[config.mk]
export PLATFORM = sky130hd
export DESIGN_NAME = mux4_rr_arbiter
export DESIGN_NICKNAME = d
export VERILOG_FILES = /design/src/rtl/mux4_rr_arbiter_pkg.sv /design/src/rtl/mux4_rr_arbiter_pick.sv /design/src/rtl/mux4_rr_arbiter.sv
export SDC_FILE = /design/constraint.sdc
export NUM_CORES = 1
export LEC_CHECK = 0
export CORE_MARGIN = 2
export CORE_UTILIZATION = 55
export CTS_BUF_LIST = sky130_fd_sc_hd__clkbuf_2
export DETAILED_ROUTE_END_ITERATION = 10
export DONT_BUFFER_PORTS = 1
export GPL_TIMING_DRIVEN = 0
export PLACE_DENSITY_LB_ADDON = 0.25
export SYNTH_ARGS = -nofsm -noshare
export SYNTH_HDL_FRONTEND = slang
export SYNTH_SLANG_ARGS = --single-unit
[constraint.sdc]
create_clock -name clk -period 4.9 [get_ports clk]
set_input_delay 0.98 -clock clk [delete_from_list [all_inputs] [get_ports clk]]
set_output_delay 0.98 -clock clk [all_outputs]
set_load 0.1 [all_outputs]
[src/rtl/mux4_rr_arbiter_pkg.sv]
// Shared definitions for the 4-requester round-robin mux arbiter.
package mux4_rr_arbiter_pkg;

    localparam int N_REQ = 4;
    localparam int SEL_W = 2;

    typedef enum logic {
        IDLE = 1'b0,
        BUSY = 1'b1
    } state_t;

    // Requester slots on the shared memory/bus path
    localparam int REQ_IF  = 0;
    localparam int REQ_MEM = 1;
    localparam int REQ_DMA = 2;
    localparam int REQ_DBG = 3;

endpackage

[src/rtl/mux4_rr_arbiter_pick.sv]
// Combinational round-robin picker: first asserted request at or after ptr.
module rr_pick4
    import mux4_rr_arbiter_pkg::*;
(
    input  logic [N_REQ-1:0] req,
    input  logic [SEL_W-1:0] ptr,
    output logic             found,
    output logic [SEL_W-1:0] idx
);

    logic [SEL_W-1:0] cand;

    // Scan from the farthest slot back to ptr so the nearest hit wins last
    always_comb begin
        found = 1'b0;
        idx   = ptr;
        cand  = ptr;
        for (int k = N_REQ - 1; k >= 0; k--) begin
            cand = ptr + SEL_W'(k);
            if (req[cand]) begin
                found = 1'b1;
                idx   = cand;
            end
        end
    end

endmodule

[src/rtl/mux4_rr_arbiter.sv]
// Round-robin arbiter driving the select of a shared 4-way data mux.
// A grant is held until done, owner withdrawal or timeout; on release the
// next winner is granted on the same edge so back-to-back owners see no bubble.
module mux4_rr_arbiter
    import mux4_rr_arbiter_pkg::*;
#(
    parameter int TIMEOUT   = 16,
    parameter int CNT_WIDTH = 5
) (
    input  logic             clk,
    input  logic             rst_n,
    input  logic [N_REQ-1:0] req,
    input  logic             done,
    output logic [N_REQ-1:0] gnt,
    output logic [SEL_W-1:0] sel,
    output logic             busy,
    output logic             timeout
);

    state_t                 state_q, state_d;
    logic [SEL_W-1:0]       ptr_q, ptr_d;
    logic [CNT_WIDTH-1:0]   cnt_q, cnt_d;
    logic [N_REQ-1:0]       gnt_d;
    logic [SEL_W-1:0]       sel_d;
    logic                   busy_d;
    logic                   timeout_d;

    logic                   pick_found;
    logic [SEL_W-1:0]       pick_idx;
    logic                   owner_req;
    logic                   to_hit;
    logic                   release_now;

    // One picker serves both the idle grant and the release regrant
    rr_pick4 u_pick (
        .req   (req),
        .ptr   (ptr_q),
        .found (pick_found),
        .idx   (pick_idx)
    );

    assign owner_req   = req[sel];
    assign to_hit      = (TIMEOUT != 0) && (cnt_q == CNT_WIDTH'(TIMEOUT - 1));
    assign release_now = done || !owner_req || to_hit;

    // State, grant and counter registers; reset aborts any grant immediately
    always_ff @(posedge clk or negedge rst_n) begin
        if (!rst_n) begin
            state_q <= IDLE;
            ptr_q   <= '0;
            cnt_q   <= '0;
            gnt     <= '0;
            sel     <= '0;
            busy    <= 1'b0;
            timeout <= 1'b0;
        end else begin
            state_q <= state_d;
            ptr_q   <= ptr_d;
            cnt_q   <= cnt_d;
            gnt     <= gnt_d;
            sel     <= sel_d;
            busy    <= busy_d;
            timeout <= timeout_d;
        end
    end

    // Next-state: grant from idle, hold or release/regrant while busy
    always_comb begin
        state_d   = state_q;
        ptr_d     = ptr_q;
        cnt_d     = cnt_q;
        gnt_d     = gnt;
        sel_d     = sel;
        busy_d    = busy;
        timeout_d = 1'b0;

        unique case (state_q)
            IDLE: begin
                if (pick_found) begin
                    state_d        = BUSY;
                    gnt_d          = '0;
                    gnt_d[pick_idx] = 1'b1;
                    sel_d          = pick_idx;
                    busy_d         = 1'b1;
                    cnt_d          = '0;
                    ptr_d          = pick_idx + SEL_W'(1);
                end
            end
            BUSY: begin
                if (release_now) begin
                    // Only a pure timeout (owner still requesting, no done) pulses
                    timeout_d = !done && owner_req && to_hit;
                    cnt_d     = '0;
                    if (pick_found) begin
                        gnt_d           = '0;
                        gnt_d[pick_idx] = 1'b1;
                        sel_d           = pick_idx;
                        busy_d          = 1'b1;
                        ptr_d           = pick_idx + SEL_W'(1);
                    end else begin
                        state_d = IDLE;
                        gnt_d   = '0;
                        busy_d  = 1'b0;
                    end
                end else begin
                    cnt_d = cnt_q + CNT_WIDTH'(1);
                end
            end
            default: state_d = IDLE;
        endcase
    end

endmodule

==> summary.txt, run 1 <==
Outcome
  • Outcome: complete, no violations

Detailed routing
  • DR vias/cell: 6.06
  • Wire length per cell: 15.9 µm
  • Initial DRT Pass Iterations: 3
  • Iter 0 DRT Violations: 12
  • Via count: 588
  • Final WL: 1550 µm
  • DRC: 0
  • Final ANT Viol Nets: 0

Timing
  • Final hold slack: 351 ps
  • Final min period: 2460 ps
  • Final Hold Viols: 0
  • Max_slew headroom: 37.1%
  • Max-slew violations: 0
  • Period utilization: 50.3%
  • Clock skew: 12.9 ps
  • Unrepaired setup endpoints after global routing: false
  • Worst-Margin Slew: 943 ps
  • Max Clk Rate: 0.406 GHz
  • Final setup viols: 0
  • Setup ws final: 2440 ps
  • Setup TNS: 0 ps

Setup path
  • Arrival time of the worst setup path: 2660 ps
  • Worst path top cell family by delay: flip-flops
  • Crit end category: flop
  • CP bufs+invs: 1
  • Critical Path RT: 5100 ps
  • CP Class: flop to flop
  • Worst Setup Start Kind: flop
  • Max stage delay on crit path: 1000 ps
  • CP Cell Sequence: mux4_2 -> a31oi_2 -> buf_6 -> mux2_4
  • Slowest cell on crit path: dfrtp_1
  • Worst Path Max Fanout: 10

Synthesis
  • Synth Cell Area: 852 µm²
  • Register area share after synthesis: 47.0%
  • Yosys cell types: 31
  • Syn avg cell area: 11.1 µm²
  • Yosys reg bits: 16
  • Top post-synthesis cells by area: dfrtp_1, ha_1, a22o_2
  • Net Count, Synth: 90
  • Yosys top cell by area: dfrtp_1
  • Cell count after synthesis: 77
  • Syn. warnings: 0
  • Share of the synthesized area in the top cell type: 47.0%

Global routing
  • All-layer global routing usage: 19.2%
  • Vias in the first global route: 605
  • Largest net degree at the start of global routing: 17
  • Number of antenna violations at the first check in global routing: 0
  • Global-route wire length before repair: 2660 µm
  • GRT Residual Overflow: 0

Die
  • Core area: 1470 µm²
  • Io pins: 15
  • Full die area: 1880 µm²
  • Floorplan die height: 43.4 µm
  • Site Rows: 14
  • Initial Utilization: 57.9%
  • Die width: 43.4 µm

Clock network
  • Clock-pin slew on the worst setup and hold paths: 160 ps
  • H-tree depth: 1
  • TritonCTS Buffers: 3
  • Worst skew pair latency: 290 ps
  • CTS tree: built
  • Setup repair bufs after CTS: 0
  • Hold buffer count at cts: 0
  • Max Buffers Root-to-Sink: 2
  • Root Driver: clkbuf_2
  • Post-cts resize count: 0
  • Clock sink total: 16

Placement
  • Worst slack at placement: 2450 ps
  • Final Wtd Congestion: 0.737
  • HPWL after detailed placement: 1120 µm
  • Number of port buffers: 0

Finish
  • Share of cells above drive strength 1: 23.5%
  • Ant. Diodes: 0
  • Area delta synth->final: 4.55%
  • Nets: 95
  • Most frequent cells in the layout: dfrtp_1, nand2_1, inv_1, ha_1
  • Most common cell after layout, fill and taps aside: dfrtp_1

Hold path
  • Worst hold path class: input pin to asynchronous set/reset pin

Run
  • Maxcap violations: 0
[registers in the layout (all words and copies together), names as in the netlist]
name / flops
cnt_q: 5
gnt: 4
ptr_q: 2
sel: 2
busy: 1
state_q: 1
timeout: 1
[final cells by class]
| class | count | area, µm² |
|---|---|---|
| plain buffers | 1 | 11.3 |
| clock buffers | 3 | 15.0 |
| clock inverters | 1 | 3.75 |
| fillers | 130 | 581 |
| inverters | 6 | 22.5 |
| multi-input cells | 54 | 418 |
| flip-flops and latches | 16 | 400 |
| well taps | 16 | 20.0 |
[stage by stage]
stage          utilization [%]  area [µm²]  std cells
2_1_floorplan                -         852         77
3_3_place_gp              59.3         872         93
3_5_place_dp              59.3         872         93
4_1_cts                   60.5         891         97
5_1_grt                   60.5         891         97
6_report                  60.5         891         97
[path summary, 6_finish.rpt]
path | from | endpoint | slack (ps) | depth (start not counted)
worst min-delay path | rst_n | sel[1] | 350 | 0
min in group clk | cnt_q[1] | cnt_q[1] | 540 | 2
max in group asynchronous | rst_n | busy | 4470 | 0
worst max register to register | sel[0] | sel[1] | 2440 | 4
worst max-delay path | sel[0] | sel[1] | 2440 | 4
worst min register to register | cnt_q[1] | cnt_q[1] | 540 | 2
[cell usage after synthesis, drive strengths merged]
| library cell | n |
|---|---|
| a31oi | 2 |
| a21o | 1 |
| nor3 | 2 |
| buf | 1 |
| nand2 | 7 |
| and2b | 2 |
| a41oi | 1 |
| o221a | 1 |
| inv | 6 |
| a211o | 1 |
| a2bb2oi | 1 |
| nand3 | 2 |
| a21oi | 2 |
| mux2 | 2 |
| or2 | 1 |
| o22ai | 1 |
| mux4 | 1 |
| ha | 6 |
| nor2b | 3 |
| dfrtp | 16 |
| nand2b | 2 |
| o21ai | 4 |
| a22o | 4 |
| nor4 | 1 |
| and3 | 2 |
| nor2 | 4 |
| a2111o | 1 |
[per-layer routing]
layer	track usage (%)	wire length, µm	up-vias
li1	-	-	284
met1	25.8	723	281
met2	29.6	714	17
met3	3.75	78	6
met4	10.3	30	0
met5	0	0	-
[logic make-up (layout without fill, tap and decap cells)]
logic type | after synthesis | after routing | share of synthesized area [%]
multiplexers | 3 | 3 | 5.73
flip-flops | 16 | 16 | 47.0
AND/OR/NAND/NOR | 26 | 26 | 16.6
adder cells (fa/ha/maj) | 6 | 6 | 8.81
buffers and inverters | 7 | 11 | 3.96
AO/OA/AOI/OAI | 19 | 19 | 17.9
Power of run 1 is left out: the tool's default activity adds up to more than one toggle a clock period on the data nets, which glitch-free logic cannot reach.
==> inputs of run 2 (changes only) <==
--- a/config.mk
+++ b/config.mk
@@ -5,6 +5,8 @@
 export SDC_FILE = /design/constraint.sdc
 export NUM_CORES = 1
 export LEC_CHECK = 0
+export ABC_AREA = 1
+export CORE_ASPECT_RATIO = 0.75
 export CORE_MARGIN = 2
 export CORE_UTILIZATION = 55
 export CTS_BUF_LIST = sky130_fd_sc_hd__clkbuf_2
==> constraint.sdc (replaced) <==
create_clock -name clk -period 2.53 [get_ports clk]
set_input_delay 0.506 -clock clk [delete_from_list [all_inputs] [get_ports clk]]
set_output_delay 0.506 -clock clk [all_outputs]
set_load 0.1 [all_outputs]
==> run 2 against run 1 <==
Compared with the run above: wire length rose by 22%; synthesized area increased by 19%; core utilization increased by 1.4 points; die area rose by 17%; global-route usage grew 1.5 points; first-iteration DRC count increased by 92%; worst hold slack improved by 41 ps; maximum frequency rose by 11%; sequential share of layout area decreased by 7.4 points; cell area rose by 20%; synthesized cell count is 81% higher.
==> summary.txt, run 2 <==
Global routing
  • Global-route wire length before repair: 3160 µm (was 2660 µm)
  • Largest net degree at the start of global routing: 17 (unchanged)
  • Number of antenna violations at the first check in global routing: 0 (unchanged)
  • Vias in the first global route: 759 (was 605)
  • GRT Residual Overflow: 0 (unchanged)
  • All-layer global routing usage: 20.7% (was 19.2%)

Clock network
  • Clock sink total: 16 (unchanged)
  • TritonCTS Buffers: 3 (unchanged)
  • CTS tree: built (unchanged)
  • H-tree depth: 1 (unchanged)
  • Worst skew pair latency: 300 ps (was 290 ps)
  • Clock-pin slew on the worst setup and hold paths: 160 ps (about the same)
  • Root Driver: clkbuf_2 (unchanged)
  • Max Buffers Root-to-Sink: 2 (unchanged)

Detailed routing
  • DR vias/cell: 5.23 (was 6.06)
  • DRC: 0 (unchanged)
  • Iter 0 DRT Violations: 23 (was 12)
  • Final ANT Viol Nets: 0 (unchanged)
  • Via count: 868 (was 588)
  • Initial DRT Pass Iterations: 4 (was 3)
  • Wire length per cell: 11.4 µm (was 15.9 µm)
  • Final WL: 1890 µm (was 1550 µm)

Finish
  • Area delta synth->final: 5.69% (was 4.55%)
  • Layout fillers: 160 (was 130)
  • Nets: 158 (was 95)
  • Largest regs: cnt_q (5), gnt (4) (unchanged)
  • Most frequent cells in the layout: nand2_1, inv_1, dfrtp_1, nand3_1 (was dfrtp_1, nand2_1, inv_1, ha_1)
  • Share of cells above drive strength 1: 12.5% (was 23.5%)
  • Design Area, Final: 1070 µm² (was 891 µm²)
  • Largest Register: cnt_q (unchanged)
  • Most common cell after layout, fill and taps aside: nand2_1 (was dfrtp_1)
  • Ant. Diodes: 0 (unchanged)
  • Max reg flops: 5 (unchanged)

Timing
  • Max-slew violations: 0 (unchanged)
  • Final Hold Viols: 0 (unchanged)
  • Final min period: 2230 ps (was 2460 ps)
  • Max Clk Rate: 0.449 GHz (was 0.406 GHz)
  • Max_slew headroom: 37.8% (was 37.1%)
  • Setup TNS: 0 ps (unchanged)
  • Unrepaired setup endpoints after global routing: false (unchanged)
  • Period utilization: 88.1% (was 50.3%)
  • Worst-Margin Slew: 933 ps (was 943 ps)
  • Clock skew: 9.31 ps (was 12.9 ps)
  • Final setup viols: 0 (unchanged)

Synthesis
  • Post-synthesis mux area share: 0% (was 5.73%)
  • Post-synthesis compound-gate area fraction: 8.42% (was 17.9%)
  • Synth Area in Simple Gates: 34.7% (was 16.6%)
  • Yosys top cell by area: dfrtp_1 (unchanged)
  • Syn avg cell area: 7.27 µm² (was 11.1 µm²)
  • Async S/R FF share, synth: 100% (unchanged)
  • Synth Area in XOR/XNOR: 0.866% (was 0%)
  • Count leader, synth: nand2_1 (was dfrtp_1)
  • Post-synth EDFFs: 0 (unchanged)
  • Top post-synthesis cells by area: dfrtp_1, nand2_1, ha_1 (was dfrtp_1, ha_1, a22o_2)
  • Synth Cell Area: 1010 µm² (was 852 µm²)
  • Largest family of logic cells by synthesized area: simple AND/OR/NAND/NOR gates (was compound AO/OA/AOI/OAI gates)
  • Adder-cell share of the synthesized area: 7.43% (was 8.81%)
  • Commonest cells post-synth: nand2_1, inv_1, dfrtp_1 (was dfrtp_1, nand2_1, ha_1, inv_1)
  • Yosys cell types: 20 (was 31)
  • Register area share after synthesis: 39.6% (was 47.0%)
  • Syn. warnings: 0 (unchanged)
  • Share of the synthesized area in the top cell type: 39.6% (was 47.0%)
  • Cell count after synthesis: 139 (was 77)
  • Prevailing post-synth register cell: dfrtp_1 (unchanged)
  • Yosys reg bits: 16 (unchanged)
  • Net Count, Synth: 152 (was 90)

Placement
  • Number of port buffers: 0 (unchanged)
  • Final Wtd Congestion: 0.824 (was 0.737)
  • Placed Instance Area: 1040 µm² (was 872 µm²)
  • HPWL after detailed placement: 1440 µm (was 1120 µm)

Die
  • Full die area: 2200 µm² (was 1880 µm²)
  • Core area: 1720 µm² (was 1470 µm²)
  • Floorplan die height: 41.1 µm (was 43.4 µm)
  • Die width: 53.5 µm (was 43.4 µm)
  • Site Rows: 13 (was 14)
  • Initial Utilization: 58.6% (was 57.9%)
  • Io pins: 15 (unchanged)

Setup path
  • Critical Path RT: 2740 ps (was 5100 ps)
  • R2R Setup Slk: 300 ps (was 2440 ps)
  • Critical R2R Launch: sel[1] (was sel[0])
  • Worst Setup Start Kind: flop (unchanged)
  • Arrival time of the worst setup path: 2440 ps (was 2660 ps)
  • CP Class: flop to flop (unchanged)
  • Worst-case reg-to-reg path depth: 8 (was 4)
  • Worst Path Max Fanout: 10 (unchanged)
  • Crit end category: flop (unchanged)
  • Reg2Reg Capture Point: ptr_q[1] (was sel[1])

Hold path
  • Worst hold path class: input pin to flop (was input pin to asynchronous set/reset pin)
  • Cells on Worst Hold Path: 3
  • Hold EP: timeout
  • Hold path start: done

Outcome
  • Outcome: complete, no violations (unchanged)

Run
  • Maxcap violations: 0 (unchanged)
## run 2: cell types whose count changed in the layout (fill, tap and decap cells not counted), moves of 2 or more
cell | previous run | this run
nor3_1 | 2 | 0
nor2b_1 | 3 | 0
inv_1 | 6 | 18
nand2_2 | 0 | 4
nor2_4 | 0 | 2
a22o_2 | 4 | 0
o21ai_1 | 0 | 3
nand2b_1 | 2 | 0
inv_2 | 0 | 2
nand2_1 | 7 | 55
nor2_1 | 4 | 6
and2b_2 | 2 | 0
nand3_1 | 1 | 10
## run 2: kinds of logic (layout without fill, tap and decap cells)
kind of cell	after synthesis	after routing
xor+xnor	1	1
compound gates	15	15
fa+ha+maj	6	6
simple gates	79	79
flops	16	16
buf+inv	22	27
## run 2: what timing repair did
| item | 4_1_cts | 5_1_grt |
|---|---|---|
| resized for setup | 0 | 1 |
| setup endpoints to repair | 0 | 2 |
| setup buffers | 0 | 0 |
| hold endpoints to repair | 16 | 0 |
| hold buffers | 1 | 0 |
## run 2: area by class of cell
cell class	instances	area (µm²)	share of cell area, %
sequential	16	402	37.6
tap	22	27.5	2.58
clock inverter	1	3.75	0.351
timing repair buffer	1	10.0	0.937
clock buffer	3	15.0	1.41
multi-input combinational	101	519	48.6
inverter	21	80.1	7.49
buffer	1	11.3	1.05
## run 2: worst max path at each step
stage | startpoint | endpoint | depth (start not counted)
after floorplan | sel[0] | sel[0] | 8
final | sel[1] | ptr_q[1] | 8
after CTS | sel[0] | ptr_q[1] | 8
after global placement | sel[0] | ptr_q[1] | 7
after detailed placement | sel[0] | ptr_q[1] | 7
after global routing | sel[1] | ptr_q[1] | 8
## run 2: metal layers
metal | vias to the layer above | global-route usage (%) | routed length (µm)
met5 | - | 0 | 0
met4 | 0 | 3.85 | 6
met3 | 2 | 7.66 | 159
met2 | 23 | 33.3 | 814
met1 | 399 | 27.2 | 907
li1 | 444 | - | -
## run 2: per-stage QoR
step                      setup WS (ps)  utilization [%]  std cells  hold WS [ps]
after detailed placement            269             60.2        161           211
after CTS                           219             61.9        166           390
after floorplan                     557                -        139           210
after global placement              312             60.2        161           211
final                               302             62.0        166           392
after global routing               45.2             62.0        166           401
## run 2: worst max-delay path, cell delays in order, from the launching register on
cell,delay (ps)
dfrtp_1,990
inv_1,140
nand3_1,130
nand3_1,110
nor2_2,380
inv_2,100
nand2_2,140
nand2_1,60
o21ai_0,90
Power of run 2 is left out for the same reason.
==> inputs of run 3 (changes only) <==
--- a/config.mk
+++ b/config.mk
@@ -12,7 +12,6 @@
 export CTS_BUF_LIST = sky130_fd_sc_hd__clkbuf_2
 export DETAILED_ROUTE_END_ITERATION = 10
 export DONT_BUFFER_PORTS = 1
-export GPL_TIMING_DRIVEN = 0
 export PLACE_DENSITY_LB_ADDON = 0.25
 export SYNTH_ARGS = -nofsm -noshare
 export SYNTH_HDL_FRONTEND = slang
==> run 3 against run 2 <==
Compared with the run above: wire length increased by 7.3%; register-to-register slack improved by 260 ps; maximum frequency increased by 13%; sequential share of layout area decreased by 0.20 points; cell area increased by 0.23%; non-clock buffer count increased by 1; via count decreased by 1.5%; critical path type unchanged.
==> summary.txt, run 3 (synthesis results as in run 2) <==
Detailed routing
  • Wire length per cell: 12.1 µm (was 11.4 µm)
  • Iter 0 DRT Violations: 22 (was 23)
  • Initial DRT Pass Iterations: 4 (unchanged)
  • DR vias/cell: 5.12 (was 5.23)
  • Via count: 855 (was 868)
  • Final ANT Viol Nets: 0 (unchanged)
  • DRC: 0 (unchanged)
  • Final WL: 2030 µm (was 1890 µm)

Placement
  • Placed Cells: 162 (was 161)
  • Number of port buffers: 0 (unchanged)
  • Final Wtd Congestion: 0.836 (was 0.824)
  • HPWL after detailed placement: 1550 µm (was 1440 µm)
  • Placed Instance Area: 1040 µm² (about the same)

Clock network
  • TritonCTS Buffers: 3 (unchanged)
  • Max Buffers Root-to-Sink: 2 (unchanged)
  • Setup repair bufs after CTS: 0 (unchanged)
  • Root Driver: clkbuf_2 (unchanged)
  • CTS tree: built (unchanged)
  • H-tree depth: 1 (unchanged)
  • Worst skew pair latency: 290 ps (was 300 ps)
  • Clock-pin slew on the worst setup and hold paths: 150 ps (was 160 ps)
  • Post-cts resize count: 0 (unchanged)
  • Clock sink total: 16 (unchanged)

Global routing
  • All-layer global routing usage: 22.2% (was 20.7%)
  • Global-route wire length before repair: 3280 µm (was 3160 µm)
  • Number of antenna violations at the first check in global routing: 0 (unchanged)
  • Largest net degree at the start of global routing: 17 (unchanged)
  • Vias in the first global route: 744 (was 759)
  • GRT Residual Overflow: 0 (unchanged)

Finish
  • Max reg flops: 5 (unchanged)
  • Area delta synth->final: 5.94% (was 5.69%)
  • Ant. Diodes: 0 (unchanged)
  • Fin util: 62.1% (was 62.0%)
  • Nets: 159 (was 158)
  • Most common cell after layout, fill and taps aside: nand2_1 (unchanged)
  • Largest Register: cnt_q (unchanged)
  • Fin cells: 167 (was 166)
  • Design Area, Final: 1070 µm² (about the same)
  • Layout fillers: 153 (was 160)
  • Register area: 400 µm² (was 402 µm²)
  • Largest regs: cnt_q (5), gnt (4) (unchanged)
  • Multi-input logic area: 519 µm² (unchanged)
  • Share of cells above drive strength 1: 12.4% (was 12.5%)
  • Most frequent cells in the layout: nand2_1, inv_1, dfrtp_1, nand3_1 (unchanged)

Setup path
  • Arrival time of the worst setup path: 2160 ps (was 2440 ps)
  • Crit end category: flop (unchanged)
  • CP Class: flop to flop (unchanged)
  • Most used cell, CP: nand2_1 (was nand3_1)
  • Max stage delay on crit path: 560 ps (was 990 ps)
  • Worst path top cell family by delay: simple AND/OR/NAND/NOR gates (was flip-flops)
  • CP bufs+invs: 3 (was 2)
  • Worst Path Max Fanout: 11 (was 10)
  • Worst Setup Start Kind: flop (unchanged)
  • CP Cell Sequence: inv_1 -> nand2_1 -> nand3_1 -> nand2_1 -> inv_1 -> nand2_1 -> nand2_1 -> nand2_1 -> nand2_1 -> nand2_1 -> inv_1 -> ha_1 -> nand2_1 -> nand2_1 (was inv_1 -> nand3_1 -> nand3_1 -> nor2_2 -> inv_2 -> nand2_2 -> nand2_1 -> o21ai_0)
  • Critical Path RT: 2720 ps (was 2740 ps)
  • Slowest cell on crit path: dfrtp_1 (unchanged)

Timing
  • Worst-Margin Slew: 898 ps (was 933 ps)
  • Max_slew headroom: 40.1% (was 37.8%)
  • Final setup viols: 0 (unchanged)
  • Final Hold Viols: 0 (unchanged)
  • Unrepaired setup endpoints after global routing: false (unchanged)
  • Final min period: 1970 ps (was 2230 ps)
  • Setup TNS: 0 ps (unchanged)
  • Max Clk Rate: 0.509 GHz (was 0.449 GHz)
  • Max-slew violations: 0 (unchanged)
  • Clock skew: 1.29 ps (was 9.31 ps)
  • Period utilization: 77.7% (was 88.1%)

Die
  • Die width: 53.5 µm (unchanged)
  • Floorplan die height: 41.1 µm (unchanged)
  • Core area: 1720 µm² (unchanged)
  • Io pins: 15 (unchanged)
  • Full die area: 2200 µm² (unchanged)
  • Initial Utilization: 58.6% (unchanged)
  • Site Rows: 13 (unchanged)

Run
  • Maxcap violations: 0 (unchanged)

Outcome
  • Outcome: complete, no violations (unchanged)

Hold path
  • Worst hold path class: input pin to flop (unchanged)
[run 3: cell types whose count changed in the layout (fill, tap and decap cells not counted)]
cell / previous run / this run
buf_4: 0 / 2
buf_6: 1 / 0
dfrtp_1: 15 / 16
dfrtp_2: 1 / 0
[run 3: cell type report]
cell class / count / area share [%]
Clock inverter: 1 / 0.350
Multi-Input combinational cell: 101 / 48.5
Clock buffer: 3 / 1.40
Timing Repair Buffer: 3 / 2.34
Inverter: 21 / 7.48
Tap cell: 22 / 2.57
Sequential cell: 16 / 37.4
[run 3: final timing paths]
check | startpoint | to | slack [ps] | cells after the start
min reg2reg | cnt_q[0] | cnt_q[0] | 520 | 1
max reg2reg | ptr_q[0] | gnt[2] | 560 | 14
max in group asynchronous | rst_n | sel[0] | 1380 | 1
min in group asynchronous | rst_n | sel[1] | 700 | 1
max | ptr_q[0] | gnt[2] | 560 | 14
min | done | timeout | 410 | 3
[run 3: stage by stage]
step | hold WS, ps | setup WS (ps)
finish | 414 | 565
global route | 395 | 313
CTS | 412 | 575
detailed placement | 211 | 599
global placement | 211 | 662
floorplan | 210 | 557
[run 3: repair_timing]
item                                    CTS  global route
endpoints found under the setup margin    0             0
hold buffers                              1             0
hold endpoints to repair                 16             0
[run 3: layer usage]
metal / wire (µm) / vias to the layer above / global-route usage, %
met5: 0 / - / 0
met4: 5 / 0 / 3.85
met3: 121 / 2 / 8.39
met2: 943 / 26 / 34.9
met1: 955 / 378 / 29.6
li1: - / 449 / -
[run 3: tightest hold or removal path, delay by kind of cell]
kind             cells  cell delay [ps]
and+or+nand+nor      3              170
Power of run 3 is left out for the same reason.
